<file path="config.mk">
export PLATFORM = sky130hd
export DESIGN_NAME = vga_timing_gen
export DESIGN_NICKNAME = d
export VERILOG_FILES = /design/src/rtl/vga_timing_gen.sv
export SDC_FILE = /design/constraint.sdc
export NUM_CORES = 1
export LEC_CHECK = 0
export BUFFER_PORTS_ARGS = -buffer_cell sky130_fd_sc_hd__buf_2
export CAP_MARGIN = 20
export CORE_MARGIN = 2
export CORE_UTILIZATION = 50
export DETAILED_ROUTE_END_ITERATION = 7
export PLACE_DENSITY_LB_ADDON = 0.05
export SYNTH_ARGS = -nofsm -noshare
export SYNTH_HDL_FRONTEND = slang
export SYNTH_SLANG_ARGS = --single-unit
</file>
<file path="constraint.sdc">
create_clock -name vgaclk -period 2.85 [get_ports vgaclk]
set_input_delay 0.7125 -clock vgaclk [delete_from_list [all_inputs] [get_ports vgaclk]]
set_output_delay 0.7125 -clock vgaclk [all_outputs]
set_load 0.005 [all_outputs]
</file>
<file path="src/rtl/vga_timing_gen.sv">
// ---------------------------------------------------------------------------
// vga_timing_gen
//
// Parametrised VGA raster timing generator. It takes a pixel strobe and
// produces the following outputs:
//   - sync levels
//   - blanking and active flags
//   - downscaled pixel coordinates
//   - line and frame event pulses
//
// The raster position can be frozen at runtime.
//
// All outputs are registered. They are decoded from the counters' *next*
// value, so every output reflects the current hcoun/vcoun with no extra
// latency.
//
// Optional build macro:
//   VGA_FRAME_CNT_EN - adds the 8-bit frame_cnt output. It increments on
//                      every advance that raises endscreen.
//
// Ports:
//   vgaclk      in   clock
//   inputreset  in   asynchronous active-low reset
//   pixelstb    in   pixel enable; the raster advances only when it is high
//   freeze      in   holds the raster (wins over pixelstb)
//   horizs      out  horizontal sync, HS_POL level while in sync
//   vertis      out  vertical sync, VS_POL level while in sync
//   blnk        out  high outside the active region
//   actv        out  ~blnk
//   ox          out  scaled active x, 0 in horizontal blanking
//   oy          out  scaled active y, holds last active row in vblank
//   linestart   out  pulse at the first active pixel of each active line
//   anm         out  pulse at the last pixel of the last active line
//   endscreen   out  pulse at the last pixel of the frame
//   frame_cnt   out  frame counter (VGA_FRAME_CNT_EN only)
// ---------------------------------------------------------------------------
module vga_timing_gen #(
  parameter int H_ACTIVE   = 640,
  parameter int H_FP       = 16,
  parameter int H_SYNC     = 96,
  parameter int H_BP       = 48,
  parameter int V_ACTIVE   = 480,
  parameter int V_FP       = 10,
  parameter int V_SYNC     = 2,
  parameter int V_BP       = 33,
  parameter int HS_POL     = 0,
  parameter int VS_POL     = 0,
  parameter int SCALE_LOG2 = 0,
  parameter int XW         = 10,
  parameter int YW         = 9
) (
  input  logic          vgaclk,
  input  logic          inputreset,
  input  logic          pixelstb,
  input  logic          freeze,
  output logic          horizs,
  output logic          vertis,
  output logic          blnk,
  output logic          actv,
  output logic [XW-1:0] ox,
  output logic [YW-1:0] oy,
  output logic          linestart,
  output logic          anm,
  output logic          endscreen
`ifdef VGA_FRAME_CNT_EN
  ,
  output logic [7:0]    frame_cnt
`endif
);

  localparam int H_BLANK = H_FP + H_SYNC + H_BP;
  localparam int H_TOTAL = H_BLANK + H_ACTIVE;
  localparam int V_TOTAL = V_ACTIVE + V_FP + V_SYNC + V_BP;
  localparam int HW      = $clog2(H_TOTAL);
  localparam int VW      = $clog2(V_TOTAL);

  // Counter landmarks, pre-sized to the counter widths.
  localparam logic [HW-1:0] H_LAST   = HW'(H_TOTAL - 1);
  localparam logic [HW-1:0] H_SYNC_S = HW'(H_FP);
  localparam logic [HW-1:0] H_SYNC_E = HW'(H_FP + H_SYNC);
  localparam logic [HW-1:0] H_ACT_S  = HW'(H_BLANK);
  localparam logic [VW-1:0] V_LAST   = VW'(V_TOTAL - 1);
  localparam logic [VW-1:0] V_ACT_E  = VW'(V_ACTIVE);
  localparam logic [VW-1:0] V_ACT_L  = VW'(V_ACTIVE - 1);
  localparam logic [VW-1:0] V_SYNC_S = VW'(V_ACTIVE + V_FP);
  localparam logic [VW-1:0] V_SYNC_E = VW'(V_ACTIVE + V_FP + V_SYNC);

  localparam logic HS_ON = (HS_POL != 0);
  localparam logic VS_ON = (VS_POL != 0);

  // oy parks on the last active row through vblank, so the renderer keeps a
  // stable, in-range row index.
  localparam logic [VW-1:0] OY_PARK = VW'(V_ACT_L >> SCALE_LOG2);

  logic [HW-1:0] hcoun_reg, hcoun_next;
  logic [VW-1:0] vcoun_reg, vcoun_next;
  logic          adv;

  logic          hsync_next, vsync_next, hact_next, vact_next;
  logic [HW-1:0] hrel;
  logic [XW-1:0] ox_next;
  logic [YW-1:0] oy_next;
  logic          linestart_next, anm_next, endscreen_next;

  // Next raster position. freeze overrides the strobe.
  always_comb begin
    adv        = pixelstb & ~freeze;
    hcoun_next = hcoun_reg;
    vcoun_next = vcoun_reg;
    if (adv) begin
      if (hcoun_reg == H_LAST) begin
        hcoun_next = '0;
        vcoun_next = (vcoun_reg == V_LAST) ? '0 : vcoun_reg + VW'(1);
      end else begin
        hcoun_next = hcoun_reg + HW'(1);
      end
    end
  end

  // Decode from the next position so the registered outputs line up with
  // the counters on the same edge.
  always_comb begin
    hsync_next = (hcoun_next >= H_SYNC_S) && (hcoun_next < H_SYNC_E);
    vsync_next = (vcoun_next >= V_SYNC_S) && (vcoun_next < V_SYNC_E);
    hact_next  = (hcoun_next >= H_ACT_S);
    vact_next  = (vcoun_next < V_ACT_E);
    hrel       = hcoun_next - H_ACT_S;

    // ox depends on horizontal position only.
    ox_next = hact_next ? XW'(hrel >> SCALE_LOG2) : '0;
    oy_next = vact_next ? YW'(vcoun_next >> SCALE_LOG2) : YW'(OY_PARK);

    // Events fire only on an advancing cycle. A held position must not
    // re-trigger them.
    linestart_next = adv && (hcoun_next == H_ACT_S) && vact_next;
    anm_next       = adv && (vcoun_next == V_ACT_L) && (hcoun_next == H_LAST);
    endscreen_next = adv && (vcoun_next == V_LAST)  && (hcoun_next == H_LAST);
  end

  always_ff @(posedge vgaclk or negedge inputreset) begin
    if (!inputreset) begin
      hcoun_reg <= '0;
      vcoun_reg <= '0;
      horizs    <= ~HS_ON;
      vertis    <= ~VS_ON;
      blnk      <= 1'b1;
      actv      <= 1'b0;
      ox        <= '0;
      oy        <= '0;
      linestart <= 1'b0;
      anm       <= 1'b0;
      endscreen <= 1'b0;
    end else begin
      hcoun_reg <= hcoun_next;
      vcoun_reg <= vcoun_next;
      horizs    <= hsync_next ? HS_ON : ~HS_ON;
      vertis    <= vsync_next ? VS_ON : ~VS_ON;
      blnk      <= ~(hact_next & vact_next);
      actv      <= hact_next & vact_next;
      ox        <= ox_next;
      oy        <= oy_next;
      linestart <= linestart_next;
      anm       <= anm_next;
      endscreen <= endscreen_next;
    end
  end

`ifdef VGA_FRAME_CNT_EN
  // Counts frames on the same advance that raises endscreen, wrapping mod 256.
  always_ff @(posedge vgaclk or negedge inputreset) begin
    if (!inputreset) begin
      frame_cnt <= '0;
    end else if (endscreen_next) begin
      frame_cnt <= frame_cnt + 8'd1;
    end
  end
`endif

endmodule

</file>
==> results of run 1 <==
worst max-delay path, delay by kind of cell (launching register included):
| kind | cells | cell delay [ps] |
|---|---|---|
| and+or+nand+nor | 4 | 1320 |
| adders and majority gates | 1 | 280 |
| AOI/OAI and AO/OA | 1 | 230 |
| DFF | 1 | 430 |
| xor gates and xnor gates | 1 | 300 |
logic make-up after synthesis:
kind of cell / synth area share, %
buffers and inverters: 4.35
DFF: 49.6
xor gates and xnor gates: 5.91
AOI/OAI and AO/OA: 13.4
muxes: 1.34
adders and majority gates: 2.15
and+or+nand+nor: 23.2
report_power, final:
part,leakage [nW],internal (mW),switching (mW)
clock network,0.0441,0.172,0.224
registers,0.573,0.726,0.0707
logic,0.612,0.131,0.159
total,1.23,1.03,0.454
cell type report:
class                      count  share of cell area, %
multi-input combinational    151                   39.5
timing repair buffer          47                   10.8
clock inverter                 3                  0.783
tap                           52                   2.39
sequential                    46                   42.5
clock buffer                   5                   2.53
inverter                      11                   1.52
final timing paths:
check | to | depth (start not counted)
hold / removal | ox[5] | 1
min in group vgaclk | vcoun_reg[4] | 1
setup / recovery | linestart | 7
hold reg to reg | vcoun_reg[4] | 1
setup reg to reg | linestart | 7
max in group asynchronous | vertis | 2
routing by layer:
layer  routed length, um  part of all wire [%]
met5                   0                     0
met4                  35                  0.69
met3                 429                   8.5
met2                2190                    43
met1                2400                    47
what timing repair did:
action / in CTS / in global routing
buffers inserted: 0 / 1
gates resized for setup: 0 / 1
endpoints found under the setup margin: 0 / 6
placed cells by master (no fill, tap or decap), drive strengths merged, types with 3 or more instances in the layout:
cell type	Yosys	routed
a21oi	4	4
and3	3	3
and4	4	4
buf	7	47
clkbuf	2	5
dfrtp	43	43
dfstp	3	3
ha	4	4
inv	11	11
nand2	13	13
nand2b	11	11
nand3	8	8
nand4	6	6
nor2	17	17
nor3	12	12
nor4	4	4
o21ai	7	7
o31ai	4	4
o41ai	3	3
or2	3	3
or4	3	3
xnor2	12	12
==> impl_metrics.yaml, run 1 <==
run_status:
  run_status: "finished clean"
routing:
  viasPerCell: 5.79
  remaining_drc_errors: 0
  drtPass1Iterations: 5
  route.detailed.wl_per_inst_um: 16.0
  drt.antenna.violating_nets: 0
  drt_wl_total_um: 5050
  drt_iter0_drc: 118
  via_count: 1824
finish:
  layout.area.seq_mm2: 0.00115
  finalInstanceArea_mm2: 0.00272
  nNetsFinal: 270
  fill_cells: 369
  finish.cell_count_without_fillers: 315
  syn2layout_area_growth_pct: 16.8
  insertedDiodeCount: 0
  multiInputGateArea_mm2: 0.00107
  utilization_pct: 61.6
  drive_above_1_share_pct: 28.9
synth:
  synth-edff-count: 0
  postSynthCellCount: 217
  avg_synthesized_cell_area_um2: 10.7
  syn_area_mm2: 0.00233
  yosys.cell_types.count: 60
  yosys_warning_total: 0
  yosysTopAreaCell: "dfrtp_1"
  synthFlopType: "dfrtp_1"
  async_reset_ff_share_pct: 100
  postSynthNetCount: 225
  synth.top_cells.by_count: "dfrtp_1 (43), nor2_1 (17), nand2_1 (13)"
  share_of_the_yosys_chip_area_belonging_to_registers_pct: 49.6
  synth_top_cells_by_area: "dfrtp_1 (46%), xnor2_1 (4.1%), dfstp_2 (3.4%)"
  synth_most_common_cell: "dfrtp_1"
  synth.top_cell.area_share_pct: 46.2
  yosys_register_bits: 46
timing:
  finalClockSkew_ps: 12.1
  maximum_frequency_from_static_timing_analysis_mhz: 376
  timing.setup.tns_ps: 0
  timing.final.crit_share_pct: 93.2
  max-slew-margin-rel_pct: 41.3
  worst_case_setup_margin_in_the_final_layout_ps: 193
  finalSetupViolations: 0
  final_period_minus_worst_setup_slack_ps: 2660
  rsz0062_at_grt: "no"
  fin_hold_ws_ps: 224
  max_transition_viols_final: 0
  final-hold-violation-count: 0
  max_slew.worst_pin.slew_ps: 873
setup_path:
  criticalPathCategory: "register to register"
  worstSetupStartpoint: "hcoun_reg[0]"
  crit_path_max_fanout: 10
  worstSetupEndpointType: "register"
  critical_path_required_ps: 3030
  cpPeakStageDelay_ps: 610
  critPathSlowestCell: "or4_4"
  cp-start-kind: "register"
  critical_path_arrival_ps: 2840
  crit-reg2reg-launch: "hcoun_reg[0]"
  r2r_setup_slack_ps: 190
  cp_cell_sequence: "ha_2, nand3_2, or4_4, nor4_4, xor2_2, a41oi_4, and4b_1"
global_route:
  number_of_antenna_violations_at_the_first_check_in_global_routing: 0
  first_global_vias: 1709
  maximum_number_of_pins_on_one_net_before_global_route_repair: 47
  grt_pass1_wl_um: 8330
  grt_util_met2_pct: 29.6
  met3_usage_pct: 3.89
  grtUsageMet1_pct: 31.9
  grt.busiest_layer: "met1"
  global_route.overflow_total: 0
  grt_usage_pct: 20.5
pwr:
  leakage_nw: 1.23
  design_power_total_mw: 1.48
  max-vdd-ir-drop_mv: 0.389
  powerDensity_mw_per_mm2: 546
die:
  core_region_mm2: 0.00441
  floorplan.die.height_um: 72.2
  ioPinCount: 30
  row_count: 24
  full_die_area_mm2: 0.00522
  floorplan.initialDensity_pct: 52.7
  dieWidth_um: 72.2
placed_design:
  placement.io_buffers: 29
  placement.cell_area_mm2: 0.00260
  placed_cells_incl_taps: 305
  dp_slack_ps: 40.6
  finalWeightedCongestion: 0.905
  detailed_place_hpwl_um: 3740
clocking:
  clock_tree_from_tritoncts: "done"
  ctsLongestPathBuffers: 2
  htree_levels: 2
  clkLatencyLatePin_ps: 300
  cts_buffers: 5
  clkTransAtPathRegs_ps: 80
  clkSinkCount: 46
  root_buffer: "clkbuf_8"
  cts_hold_repair.buffers: 0
hold_path:
  hp-class: "primary input to async pin"
job:
  max-cap-violations: 0
(Power assumes the default switching activity.)
==> run 2, diff against run 1 <==
- PLACE_DENSITY: not set -> 0.74
- PLACE_DENSITY_LB_ADDON: 0.05 -> not set
- SKIP_LAST_GASP: not set -> 1
==> impl_metrics.yaml, run 2 (synthesis gave the netlist of run 1 again) <==
run_status:
  run_status: "finished clean"
global_route:
  first_global_vias: 1646
  grt_pass1_wl_um: 8100
  global_route.overflow_total: 0
  number_of_antenna_violations_at_the_first_check_in_global_routing: 0
  maximum_number_of_pins_on_one_net_before_global_route_repair: 47
  grt_usage_pct: 20.1
clocking:
  htree_levels: 2
  cts_hold_repair.buffers: 0
  clkLatencyLatePin_ps: 300
  cts_buffers: 5
  clkSinkCount: 46
  ctsLongestPathBuffers: 2
  clkTransAtPathRegs_ps: 80
  clock_tree_from_tritoncts: "done"
  root_buffer: "clkbuf_8"
pwr:
  design_power_total_mw: 1.67
  switching_share_pct: 26.6
  powerDensity_mw_per_mm2: 593
  cellInternalPower_mw: 1.22
  share_seq_of_total_power_pct: 48.1
  comb_power_share_pct: 16.4
  pwr-share-clk_pct: 35.6
  max-vdd-ir-drop_mv: 0.371
  power_switching_mw: 0.444
  leakage_nw: 1.27
timing:
  rsz0062_at_grt: "no"
  final_period_minus_worst_setup_slack_ps: 2660
  max_slew.worst_pin.slew_ps: 601
  timing.final.crit_share_pct: 93.3
  worst_case_setup_margin_in_the_final_layout_ps: 190
  max_transition_viols_final: 0
  finalClockSkew_ps: 3.96
  max-slew-margin-rel_pct: 59.7
  timing.setup.tns_ps: 0
  maximum_frequency_from_static_timing_analysis_mhz: 376
  finalSetupViolations: 0
  fin_hold_ws_ps: 374
  final-hold-violation-count: 0
die:
  row_count: 24
  full_die_area_mm2: 0.00522
  floorplan.die.height_um: 72.2
  core_region_mm2: 0.00441
  ioPinCount: 30
  dieWidth_um: 72.2
  floorplan.initialDensity_pct: 52.7
routing:
  via_count: 1825
  drt_iter0_drc: 123
  drt_wl_total_um: 4930
  route.detailed.wl_per_inst_um: 15.5
  viasPerCell: 5.76
  remaining_drc_errors: 0
  drt.antenna.violating_nets: 0
  drtPass1Iterations: 4
finish:
  insertedDiodeCount: 0
  fill_cells: 353
  mostFrequentLayoutCells: "dfrtp_1 (43), buf_2 (29), buf_4 (19), nor2_1 (17), nand2_1 (13)"
  multiInputGateArea_mm2: 0.00109
  commonest_non_fill_non_tap_cell_in_the_layout: "dfrtp_1"
  syn2layout_area_growth_pct: 20.9
  drive_above_1_share_pct: 29.8
  layout.area.seq_mm2: 0.00115
  finish.cell_count_without_fillers: 317
  nNetsFinal: 272
setup_path:
  crit-reg2reg-launch: "hcoun_reg[0]"
  r2r_setup_slack_ps: 190
  critical_path_arrival_ps: 2850
  critical_path_required_ps: 3040
  worstSetupEndpointType: "register"
  r2r_end: "linestart"
  timing.reg2reg.worst_path_depth: 7
  cp-start-kind: "register"
  crit_path_max_fanout: 14
  criticalPathCategory: "register to register"
placed_design:
  dp_slack_ps: 15.7
  finalWeightedCongestion: 0.901
  placed_cells_incl_taps: 306
  placement.io_buffers: 29
  detailed_place_hpwl_um: 3440
hold_path:
  hp-class: "primary input to async pin"
job:
  max-cap-violations: 0
[run 2: layout make-up]
cell class / count / share of cell area [%]
sequential: 46 / 41.0
multi-input combinational: 151 / 38.9
timing repair buffer: 49 / 11.2
clock buffer: 6 / 2.93
tap: 52 / 2.31
clock inverter: 2 / 2.13
inverter: 11 / 1.47
[run 2: worst max path at each step]
stage | endpoint | slack [ps] | cells past startpoint | startpoint
after floorplan | linestart | 220 | 7 | freeze
after global placement | endscreen | 30 | 8 | freeze
after detailed placement | endscreen | 20 | 8 | freeze
after CTS | linestart | 150 | 7 | hcoun_reg[0]
after global routing | linestart | 10 | 7 | hcoun_reg[0]
final | linestart | 190 | 7 | hcoun_reg[0]
[run 2: routing by layer]
layer	share of wire, %	vias to the layer above	GRT usage (%)
met1	48	865	31.3
met5	0	-	0
met4	1.7	0	7.55
met2	43	73	27.6
met3	7.8	9	3.89
li1	-	878	-
[run 2: what timing repair did]
| item | CTS | global route |
|---|---|---|
| buffers inserted | 0 | 2 |
| endpoints found under the setup margin | 0 | 16 |
| endpoints found under the hold margin | 0 | 0 |
| gates resized for setup | 0 | 3 |
[run 2: per-stage QoR]
step                cell area [um2]  util (%)
detailed placement             2610      59.0
global route                   2810      63.7
global placement               2610      59.0
floorplan                      2330         -
finish                         2810      63.7
CTS                            2750      62.2
[run 2: critical path, cell delays in order, from the launching register on]
cell     delay (ps)
dfrtp_1         420
ha_1            300
nand3_2         180
or4_4           650
nor4_4          300
xor2_2          290
a41oi_4         180
and4b_1         240
[run 2: power groups by stage]
stage	clock network (mW)	logic, mW	registers [mW]
floorplan	0	0.211	0.776
global placement	0	0.262	0.815
detailed placement	0	0.265	0.810
CTS	0.603	0.267	0.800
global route	0.631	0.307	0.816
finish	0.593	0.273	0.802
==> run 3, diff against run 2 <==
- CORE_UTILIZATION: 50 -> 30
- PLACE_DENSITY: 0.74 -> 0.5
==> impl_metrics.yaml, run 3 (synthesis gave the netlist of run 1 again) <==
placed_design:
  placed_cells_incl_taps: 364
  detailed_place_hpwl_um: 4000
  finalWeightedCongestion: 0.822
  placement.cell_area_mm2: 0.00273
  placement.io_buffers: 29
  dp_slack_ps: -20.0
clocking:
  root_buffer: "clkbuf_8"
  post-cts-setup-buffers: 0
  clock_tree_from_tritoncts: "done"
  ctsLongestPathBuffers: 2
  htree_levels: 2
  clkLatencyLatePin_ps: 300
  cts_buffers: 5
  clkTransAtPathRegs_ps: 90
  clkSinkCount: 46
job:
  max-cap-violations: 0
finish:
  utilization_pct: 38.0
  syn2layout_area_growth_pct: 24.2
  drive_above_1_share_pct: 31.1
  mostFrequentLayoutCells: "dfrtp_1 (43), buf_2 (29), buf_4 (25), nor2_1 (17), nand2_1 (13)"
  finish.cell_count_without_fillers: 372
  finalInstanceArea_mm2: 0.00289
  insertedDiodeCount: 0
  commonest_non_fill_non_tap_cell_in_the_layout: "dfrtp_1"
  nNetsFinal: 277
global_route:
  grt_usage_pct: 13.5
  maximum_number_of_pins_on_one_net_before_global_route_repair: 25
  grt_pass1_wl_um: 9050
  global_route.overflow_total: 0
  number_of_antenna_violations_at_the_first_check_in_global_routing: 0
  first_global_vias: 1707
pwr:
  switching_share_pct: 27.0
  comb_power_share_pct: 17.3
  powerDensity_mw_per_mm2: 583
  share_seq_of_total_power_pct: 47.2
  cellInternalPower_mw: 1.23
  power_switching_mw: 0.454
  max-vdd-ir-drop_mv: 0.222
  pwr-share-clk_pct: 35.5
  leakage_nw: 1.29
die:
  ioPinCount: 30
  floorplan.initialDensity_pct: 30.6
  row_count: 32
  dieWidth_um: 92.1
  floorplan.die.height_um: 92.1
  full_die_area_mm2: 0.00848
  core_region_mm2: 0.00761
timing:
  maximum_frequency_from_static_timing_analysis_mhz: 373
  fin_hold_ws_ps: 205
  finalSetupViolations: 0
  finalClockSkew_ps: 9.58
  final_period_minus_worst_setup_slack_ps: 2680
  max_slew.worst_pin.slew_ps: 600
  rsz0062_at_grt: "no"
  final-hold-violation-count: 0
  worst_case_setup_margin_in_the_final_layout_ps: 173
  timing.final.crit_share_pct: 93.9
  max-slew-margin-rel_pct: 59.6
  max_transition_viols_final: 0
routing:
  via_count: 1792
  remaining_drc_errors: 0
  drt.antenna.violating_nets: 0
  drtPass1Iterations: 4
  viasPerCell: 4.82
  drt_wl_total_um: 5380
  route.detailed.wl_per_inst_um: 14.5
  drt_iter0_drc: 127
setup_path:
  critical_path_arrival_ps: 2910
  r2r_end: "endscreen"
  criticalPathCategory: "register to register"
  critical_path_required_ps: 3080
  worstSetupEndpointType: "register"
  crit-reg2reg-launch: "hcoun_reg[0]"
  r2r_setup_slack_ps: 170
  timing.reg2reg.worst_path_depth: 8
  cp-start-kind: "register"
  crit_path_max_fanout: 12
hold_path:
  hp-class: "primary input to async pin"
run_status:
  run_status: "finished clean"
[run 3: changes by cell type in the layout (fill, tap and decap cells not counted), sizes merged]
cell  previous run  this run
buf             49        54
[run 3: power by group through the flow]
stage	clock (mW)	combinational, mW	sequential [mW]
after floorplan	0	0.211	0.776
after global placement	0	0.289	0.809
after detailed placement	0	0.288	0.809
after CTS	0.619	0.289	0.797
after global routing	0.643	0.332	0.810
final	0.598	0.291	0.795
[run 3: layout make-up]
cell class | instances | area (um2)
sequential | 46 | 1150
timing repair buffer | 54 | 333
inverter | 11 | 41.3
multi-input combinational | 151 | 1090
clock inverter | 2 | 60.1
tap | 102 | 128
fill | 778 | 4720
clock buffer | 6 | 82.6
[run 3: layer usage]
metal | track usage, % | vias up | part of all wire (%) | wire length, um
met5 | 0 | - | 0 | 0
li1 | - | 889 | - | -
met2 | 19.4 | 39 | 41 | 2220
met3 | 2.14 | 5 | 4.1 | 223
met1 | 21.2 | 859 | 54 | 2880
met4 | 2.99 | 0 | 1.1 | 57
[run 3: how the worst max path moves through the flow]
stage | from | slack [ps] | to | cells past startpoint
after floorplan | freeze | 220 | linestart | 7
after global routing | hcoun_reg[0] | 50 | endscreen | 8
final | hcoun_reg[0] | 170 | endscreen | 8
after CTS | hcoun_reg[0] | 130 | endscreen | 8
after detailed placement | freeze | -20 | ox[7] | 7
after global placement | freeze | -40 | endscreen | 8
[run 3: timing repair]
item | CTS | global route
resized for setup | 0 | 3
endpoints found under the setup margin | 0 | 13
hold buffers | 0 | 0
[run 3: per-stage QoR]
step	setup TNS [ps]	total power [mW]
finish	0	1.68
CTS	0	1.70
global placement	-60.6	1.10
global route	0	1.79
detailed placement	-40.8	1.10
floorplan	0	0.986
[run 3: worst max-delay path: stages (launching register included)]
cell and delay (ps):
dfrtp_1 430, ha_2 270, nand3_2 150, or4_4 660
buf_4 200, nor3_1 240, xor2_1 130, nor4_1 300
and4_1 230
